**src/rtl/alu_arbiter.sv**
```systemverilog
// Shares one combinational 64-bit ALU between two requesters with per-port 1-entry response buffers.
// Latency: grant in cycle T, response valid in T+1; a port stalls while its buffer is full and not draining.
module alu_arbiter #(
    parameter int TAG_W    = 4,
    parameter int ARB_MODE = 0,
    parameter int MAX_WAIT = 3
) (
    input  logic             clk,
    input  logic             reset,
    input  logic             r0_valid,
    output logic             r0_ready,
    input  logic [63:0]      r0_SrcA,
    input  logic [63:0]      r0_SrcB,
    input  logic [4:0]       r0_ALUControl,
    input  logic [TAG_W-1:0] r0_tag,
    input  logic             r1_valid,
    output logic             r1_ready,
    input  logic [63:0]      r1_SrcA,
    input  logic [63:0]      r1_SrcB,
    input  logic [4:0]       r1_ALUControl,
    input  logic [TAG_W-1:0] r1_tag,
    output logic [63:0]      alu_SrcA,
    output logic [63:0]      alu_SrcB,
    output logic [4:0]       alu_ALUControl,
    input  logic [63:0]      alu_ALUResult,
    input  logic             alu_Zero,
    output logic             d0_valid,
    input  logic             d0_ready,
    output logic [63:0]      d0_result,
    output logic             d0_zero,
    output logic [TAG_W-1:0] d0_tag,
    output logic             d1_valid,
    input  logic             d1_ready,
    output logic [63:0]      d1_result,
    output logic             d1_zero,
    output logic [TAG_W-1:0] d1_tag
);

    logic             r_d0_valid, r_d1_valid;
    logic [63:0]      r_d0_result, r_d1_result;
    logic             r_d0_zero, r_d1_zero;
    logic [TAG_W-1:0] r_d0_tag, r_d1_tag;
    logic             r_last_grant;
    logic [3:0]       r_wait_cnt;

    logic w_elig0, w_elig1, w_pick1, w_gnt0, w_gnt1;

    always_comb begin
        w_elig0 = r0_valid && (!r_d0_valid || d0_ready);
        w_elig1 = r1_valid && (!r_d1_valid || d1_ready);
        if (ARB_MODE == 0)
            w_pick1 = (r_wait_cnt == 4'(MAX_WAIT));
        else
            w_pick1 = !r_last_grant;
        w_gnt0 = !reset && w_elig0 && (!w_elig1 || !w_pick1);
        w_gnt1 = !reset && w_elig1 && (!w_elig0 || w_pick1);
    end

    assign r0_ready = w_gnt0;
    assign r1_ready = w_gnt1;

    // Idle ALU inputs are held at zero so the datapath does not toggle.
    always_comb begin
        alu_SrcA       = 64'd0;
        alu_SrcB       = 64'd0;
        alu_ALUControl = 5'd0;
        if (w_gnt0) begin
            alu_SrcA       = r0_SrcA;
            alu_SrcB       = r0_SrcB;
            alu_ALUControl = r0_ALUControl;
        end else if (w_gnt1) begin
            alu_SrcA       = r1_SrcA;
            alu_SrcB       = r1_SrcB;
            alu_ALUControl = r1_ALUControl;
        end
    end

    always_ff @(posedge clk) begin
        if (reset) begin
            r_d0_valid   <= 1'b0;
            r_d0_result  <= 64'd0;
            r_d0_zero    <= 1'b0;
            r_d0_tag     <= '0;
            r_d1_valid   <= 1'b0;
            r_d1_result  <= 64'd0;
            r_d1_zero    <= 1'b0;
            r_d1_tag     <= '0;
            r_last_grant <= 1'b1;
            r_wait_cnt   <= 4'd0;
        end else begin
            if (w_gnt0) begin
                r_d0_valid  <= 1'b1;
                r_d0_result <= alu_ALUResult;
                r_d0_zero   <= alu_Zero;
                r_d0_tag    <= r0_tag;
            end else if (d0_ready) begin
                r_d0_valid  <= 1'b0;
            end

            if (w_gnt1) begin
                r_d1_valid  <= 1'b1;
                r_d1_result <= alu_ALUResult;
                r_d1_zero   <= alu_Zero;
                r_d1_tag    <= r1_tag;
            end else if (d1_ready) begin
                r_d1_valid  <= 1'b0;
            end

            if (w_gnt0)
                r_last_grant <= 1'b0;
            else if (w_gnt1)
                r_last_grant <= 1'b1;

            // Only count starvation caused by port 0, not by a full d1 buffer.
            if (w_gnt1)
                r_wait_cnt <= 4'd0;
            else if (r1_valid && w_elig1 && (r_wait_cnt != 4'(MAX_WAIT)))
                r_wait_cnt <= r_wait_cnt + 4'd1;
        end
    end

    assign d0_valid  = r_d0_valid;
    assign d0_result = r_d0_result;
    assign d0_zero   = r_d0_zero;
    assign d0_tag    = r_d0_tag;
    assign d1_valid  = r_d1_valid;
    assign d1_result = r_d1_result;
    assign d1_zero   = r_d1_zero;
    assign d1_tag    = r_d1_tag;

endmodule
```
**config.mk**
```make
export PLATFORM = sky130hd
export DESIGN_NAME = alu_arbiter
export DESIGN_NICKNAME = d
export VERILOG_FILES = /design/src/rtl/alu_arbiter.sv
export SDC_FILE = /design/constraint.sdc
export NUM_CORES = 1
export LEC_CHECK = 0
export BUFFER_PORTS_ARGS = -buffer_cell sky130_fd_sc_hd__buf_2
export CORE_AREA = 4 4 238 240
export CTS_CLUSTER_SIZE = 30
export DETAILED_ROUTE_END_ITERATION = 7
export DIE_AREA = 0 0 242 244
export PLACE_DENSITY_LB_ADDON = 0.2
export SLEW_MARGIN = 20
export SYNTH_ARGS = -nofsm -noshare
export SYNTH_HDL_FRONTEND = slang
export SYNTH_SLANG_ARGS = --single-unit
```
**constraint.sdc**
```tcl
create_clock -name clk -period 3.6 [get_ports clk]
set_input_delay 0.72 -clock clk [delete_from_list [all_inputs] [get_ports clk]]
set_output_delay 0.72 -clock clk [all_outputs]
set_load 0.03 [all_outputs]
```
; Word-level counts from Yosys, hierarchy flattened
; Cells that the tools add are included.
[classes]
muxes = 10
n_div = 0
n_mul = 0
bitwise_logic = 0
eq_ne = 2
reduce_logical = 21
n_addsub = 1
shift = 0
order_cmp = 0
[ops]
columns = operator, n
row1 = two-way mux 64 bit, 4
row2 = two-way mux 5 bit, 2
row3 = logical AND 1 bit, 8
row4 = logical NOT 1 bit, 6
row5 = "adder 4 x 1 -> 4 bit, second input constant", 1
row6 = "equality test 4 x 2 -> 1 bit, second input constant", 1
row7 = logical OR 1 bit, 4
row8 = two-way mux 1 bit, 4
row9 = "!= test 4 x 2 -> 1 bit, second input constant", 1
row10 = nonzero test 2 bit, 2
row11 = OR reduction 2 bit, 1
[totals]
mem_count = 0
latchBits = 0
romBits = 0
word_cells = 43
ff_bits = 144
out_inout_bits = 275
mem_bits_rw = 0

; Logic depth before layout (Yosys ltp)
[logic_depth]
word_depth = 8
depth_mapped = 7

; Worst setup path after synthesis
; No wires, ideal clock.
[synth_path]
path_type = input-to-output
startpoint = input port d1_ready
endpoint = output port alu_ALUControl[0]
cell_stages = 6
path_buffers = 2
setup_slack_ns = 0.568
arrival_ns = 2.312
path_cell_list = nand2b_1 > a311oi_1 > clkbuf_1 > buf_2 > a22oi_1 > nor2_1
[synth_via]
elab_chain_len = 6
elab_cells_between_ends = 9
[synth_rtl]
columns = element, line_no
row1 = from (decl), 33  ; input logic d1_ready,
row2 = logical OR 1 bit *, 50  ; w_elig1 = r1_valid && (!r_d1_valid || d1_ready);
row3 = logical AND 1 bit *, 50
row4 = logical AND 1 bit or logical NOT 1 bit (tied branches), "56, 55"
row5 = logical AND 1 bit or logical OR 1 bit (tied branches), "56, 55"
row6 = two-way mux 5 bit or logical AND 1 bit (tied branches), "71, 55"
row7 = two-way mux 5 bit *, 67  ; if (w_gnt0) begin
row8 = to (decl), 24  ; output logic [4:0] alu_ALUControl,
; Every way passes the cells marked *; elsewhere a longest branch is shown, timed or not.

; Final worst setup path
[layout_path]
startpoint = register r_wait_cnt[0]
endpoint = output port alu_SrcB[41]
[layout_via]
elab_chain_len = 5
elab_cells_between_ends = 8
[layout_rtl]
columns = element, line_no
row1 = from (decl), 44  ; logic [3:0] r_wait_cnt;
row2 = from (signal assigned), 118  ; r_wait_cnt <= r_wait_cnt + 4'd1;
row3 = equality test 4 x 2 -> 1 bit *, 52  ; w_pick1 = (r_wait_cnt == 4'(MAX_WAIT));
row4 = logical OR 1 bit or logical NOT 1 bit (tied branches), "56, 55"
row5 = logical AND 1 bit or logical OR 1 bit (tied branches), "56, 55"
row6 = two-way mux 64 bit or logical AND 1 bit (tied branches), "71, 55"
row7 = two-way mux 64 bit *, 67
row8 = to (decl), 23  ; output logic [63:0] alu_SrcB,
; Marks and branches as above.

==> impl_metrics.tcl <==
set metrics [dict create \
    cp_data_required_time_ns 2.88 \
    seqPwrFrac_pct 35.4 \
    grt_max_degree 84 \
    critPathSlowestCell "or3b_4" \
    hold_slack_ns 0.450 \
    die_y_um 244 \
    critPathKind "flip-flop to output port" \
    p_total_mw 4.88 \
    syn_area_um2 6770 \
    yosysSeqAreaShare_pct 42.6 \
    worst_clock_skew_ns 0.0123 \
    die_w_um 242 \
    grt_remaining_overflow 0 \
    initial_core_util_pct 12.4 \
    clock_sinks 144 \
    drv_slew 0 \
    num_vias 9675 \
    ir_drop_mv 0.367 \
    syn_area_per_cell_um2 7.13 \
    hold_class "flip-flop to flip-flop" \
    track_usage_pct 17.9 \
    clockPowerShare_pct 35.9 \
    area_growth_pct 71.2 \
    slowest_delay_ns 0.42 \
    hold_depth 2 \
    synth_top_cells_by_count "nand2_1, dfxtp_1, a21oi_1" \
    synth.distinct_cells 27 \
    drive_above_1_share_pct 45.1 \
    cts_tree "yes" \
    min_from "d0_result[54]$_SDFFE_PP0P_" \
    grt_pass1_vias 9414 \
    dp_hpwl_mm 44.9 \
    synth_top_area_share_pct 42.6 \
    timing.rr.end "d1_tag[3]$_SDFFE_PP0P_" \
    viasPerCell 4.26 \
    cp_max_fo 22 \
    power.leakage_nw 5.62 \
    end_kind "output port" \
    setup_tns_ns 0 \
    io_pins 620 \
    fp.dieArea_um2 59000 \
    min_to "d0_result[54]$_SDFFE_PP0P_" \
    synth_fp_nets 1295 \
    root_buffer "clkbuf_16" \
    cts_buffers 17 \
    setup_viol_count_final 0 \
    r2r_start "r_wait_cnt[0]$_SDFFE_PP0P_" \
    final_util_pct 21.2 \
    std_cell_rows 86 \
    max-cap-violations 0 \
    core_region_area_um2 54700 \
    r2r_setup_slack_ns 1.04 \
    rsz0062_at_grt "no" \
    power_switching_mw 1.76 \
    clockBufferDepth 2 \
    gp_congestion 0.982 \
    drt-total-wl_mm 55.6 \
    synth_edf_count 0 \
    fin_crit_ns 3.45 \
    ys.flop_type "dfxtp_1" \
    status "complete, no violations" \
    p_sw_share_pct 36.1 \
    first_pass_iters 5 \
    port_buffers 619 \
    place_inst 2209 \
    clk_pin_slew_ns 0.06 \
    hold_buffers 0 \
    intPower_mw 3.12 \
    cpMostUsedCell "buf_12" \
    critPathTopFamily "simple AND/OR/NAND/NOR gates" \
    ff2ff_path_depth 8 \
    antenna_found_initial 75 \
    worstPathCellList "ha_2, or3b_4, a311oi_4, buf_12, buf_16, a22oi_1, nor2_2, buf_12" \
    synthArstFlopShare_pct 0 \
    insertion_delay_ns 0.47 \
    finalCritPeriodShare_pct 95.7 \
    synth_top_area_cell "dfxtp_1" \
    synth_most_common_cell "nand2_1" \
    synth-seq-cells 144 \
    max_freq_mhz 290 \
    wl_per_cell_um 24.4 \
    grt_pass1_wl_mm 74.3 \
    powerDensity_nw_per_um2 421 \
    worst_pin_slew_ns 1.02 \
    combinationalPowerShare_pct 28.7 \
    ant_nets 0 \
    worstSetupStartpointType "flip-flop" \
    relSlewSlack_pct 32.3 \
    cp.buffers_inverters 3 \
    fin_cells 2272 \
    synth_cells 949 \
    cts-htree-levels 4 \
    synthTopCellsByArea "dfxtp_1, nand2_1, a22oi_1" \
    drc 0 \
    nets 1875 \
    synth_warnings 0 \
    crit_arrival_ns 2.73 \
    fill_cells 6377 \
    hold_viol 0 \
    drt_iter0_drc 533 \
]
==> timing repair <==
action                                  in CTS  in global routing
gates resized for setup                      9                 14
endpoints found under the setup margin      25                 22
gates cloned                                 0                  3
buffers inserted                             1                  1
pin swaps                                    1                  3
==> placed cells by master, fill, tap and decap left out, types with 5 or more instances in the layout <==
| cell | instances |
|---|---|
| diode_2 | 26 |
| buf_2 | 609 |
| a21oi_1 | 142 |
| nand2_1 | 279 |
| clkinv_4 | 5 |
| buf_4 | 15 |
| nor2_2 | 6 |
| a22oi_1 | 132 |
| clkbuf_16 | 20 |
| dfxtp_1 | 143 |
| buf_12 | 13 |
| nor2_1 | 131 |
==> flip-flops by register name, summed over array words and instances, names as in the netlist <==
name,flops
d1_result,64
d0_valid,1
d0_zero,1
d0_tag,4
d1_zero,1
d1_tag,4
d1_valid,1
r_wait_cnt,4
d0_result,64
==> worst register-to-register path, cell delays in order, from the launching register on <==
cell,delay (ns)
dfxtp_1,0.37
ha_2,0.22
or3b_4,0.42
a311oi_4,0.26
buf_12,0.22
clkbuf_16,0.23
buf_4,0.43
nand2_1,0.21
a21oi_1,0.14
==> how the worst max path moves through the flow <==
stage                                           from                 to  slack [ns]  cells past startpoint
after floorplan                             d1_ready  alu_ALUControl[0]        0.57                      6
after global placement                      d1_ready       alu_SrcB[59]      -0.007                      8
after detailed placement                    d1_ready       alu_SrcB[59]       -0.03                      8
after CTS                 r_wait_cnt[0]$_SDFFE_PP0P_       alu_SrcB[41]       -0.02                      8
after global routing      r_wait_cnt[0]$_SDFFE_PP0P_       alu_SrcB[41]        0.04                      8
final                     r_wait_cnt[0]$_SDFFE_PP0P_       alu_SrcB[41]        0.15                      8
==> power groups by stage <==
stage	logic (mW)	registers (mW)	clock network, mW
finish	1.40	1.73	1.75
global route	1.51	1.74	1.89
CTS	1.39	1.73	1.84
detailed placement	1.38	1.76	0
global placement	1.38	1.76	0
floorplan	0.584	1.93	0
==> layer usage <==
| metal | track usage, % | share of wire (%) |
|---|---|---|
| met5 | 0 | 0.014 |
| met4 | 9.54 | 6.4 |
| met3 | 5.78 | 7.3 |
| met2 | 31.5 | 50 |
| met1 | 19.0 | 36 |
==> stage by stage <==
stage	area, µm²	setup slack, ns
3_5_place_dp	10800	-0.0310
2_1_floorplan	6770	0.568
4_1_cts	11400	-0.0232
3_3_place_gp	10800	-0.00746
5_1_grt	11600	0.0361
6_report	11600	0.154
==> cell families (layout without fill, tap and decap cells) <==
group	after synthesis	in the layout	synth area share [%]
buf+inv	91	684	6.32
flops	144	144	42.6
simple gates	431	431	24.5
compound gates	282	282	26.4
other cells	0	26	0
fa+ha+maj	1	1	0.185
==> final cells by class <==
type | instances | area (µm²) | area share [%]
clock buffer | 20 | 447 | 3.86
inverter | 2 | 7.51 | 0.0648
multi-input combinational | 714 | 3530 | 30.5
tap | 704 | 881 | 7.61
antenna | 26 | 65.1 | 0.562
clock inverter | 12 | 113 | 0.972
sequential | 144 | 2880 | 24.9
timing repair buffer | 650 | 3650 | 31.5
Power figures use the tool's default switching activity.
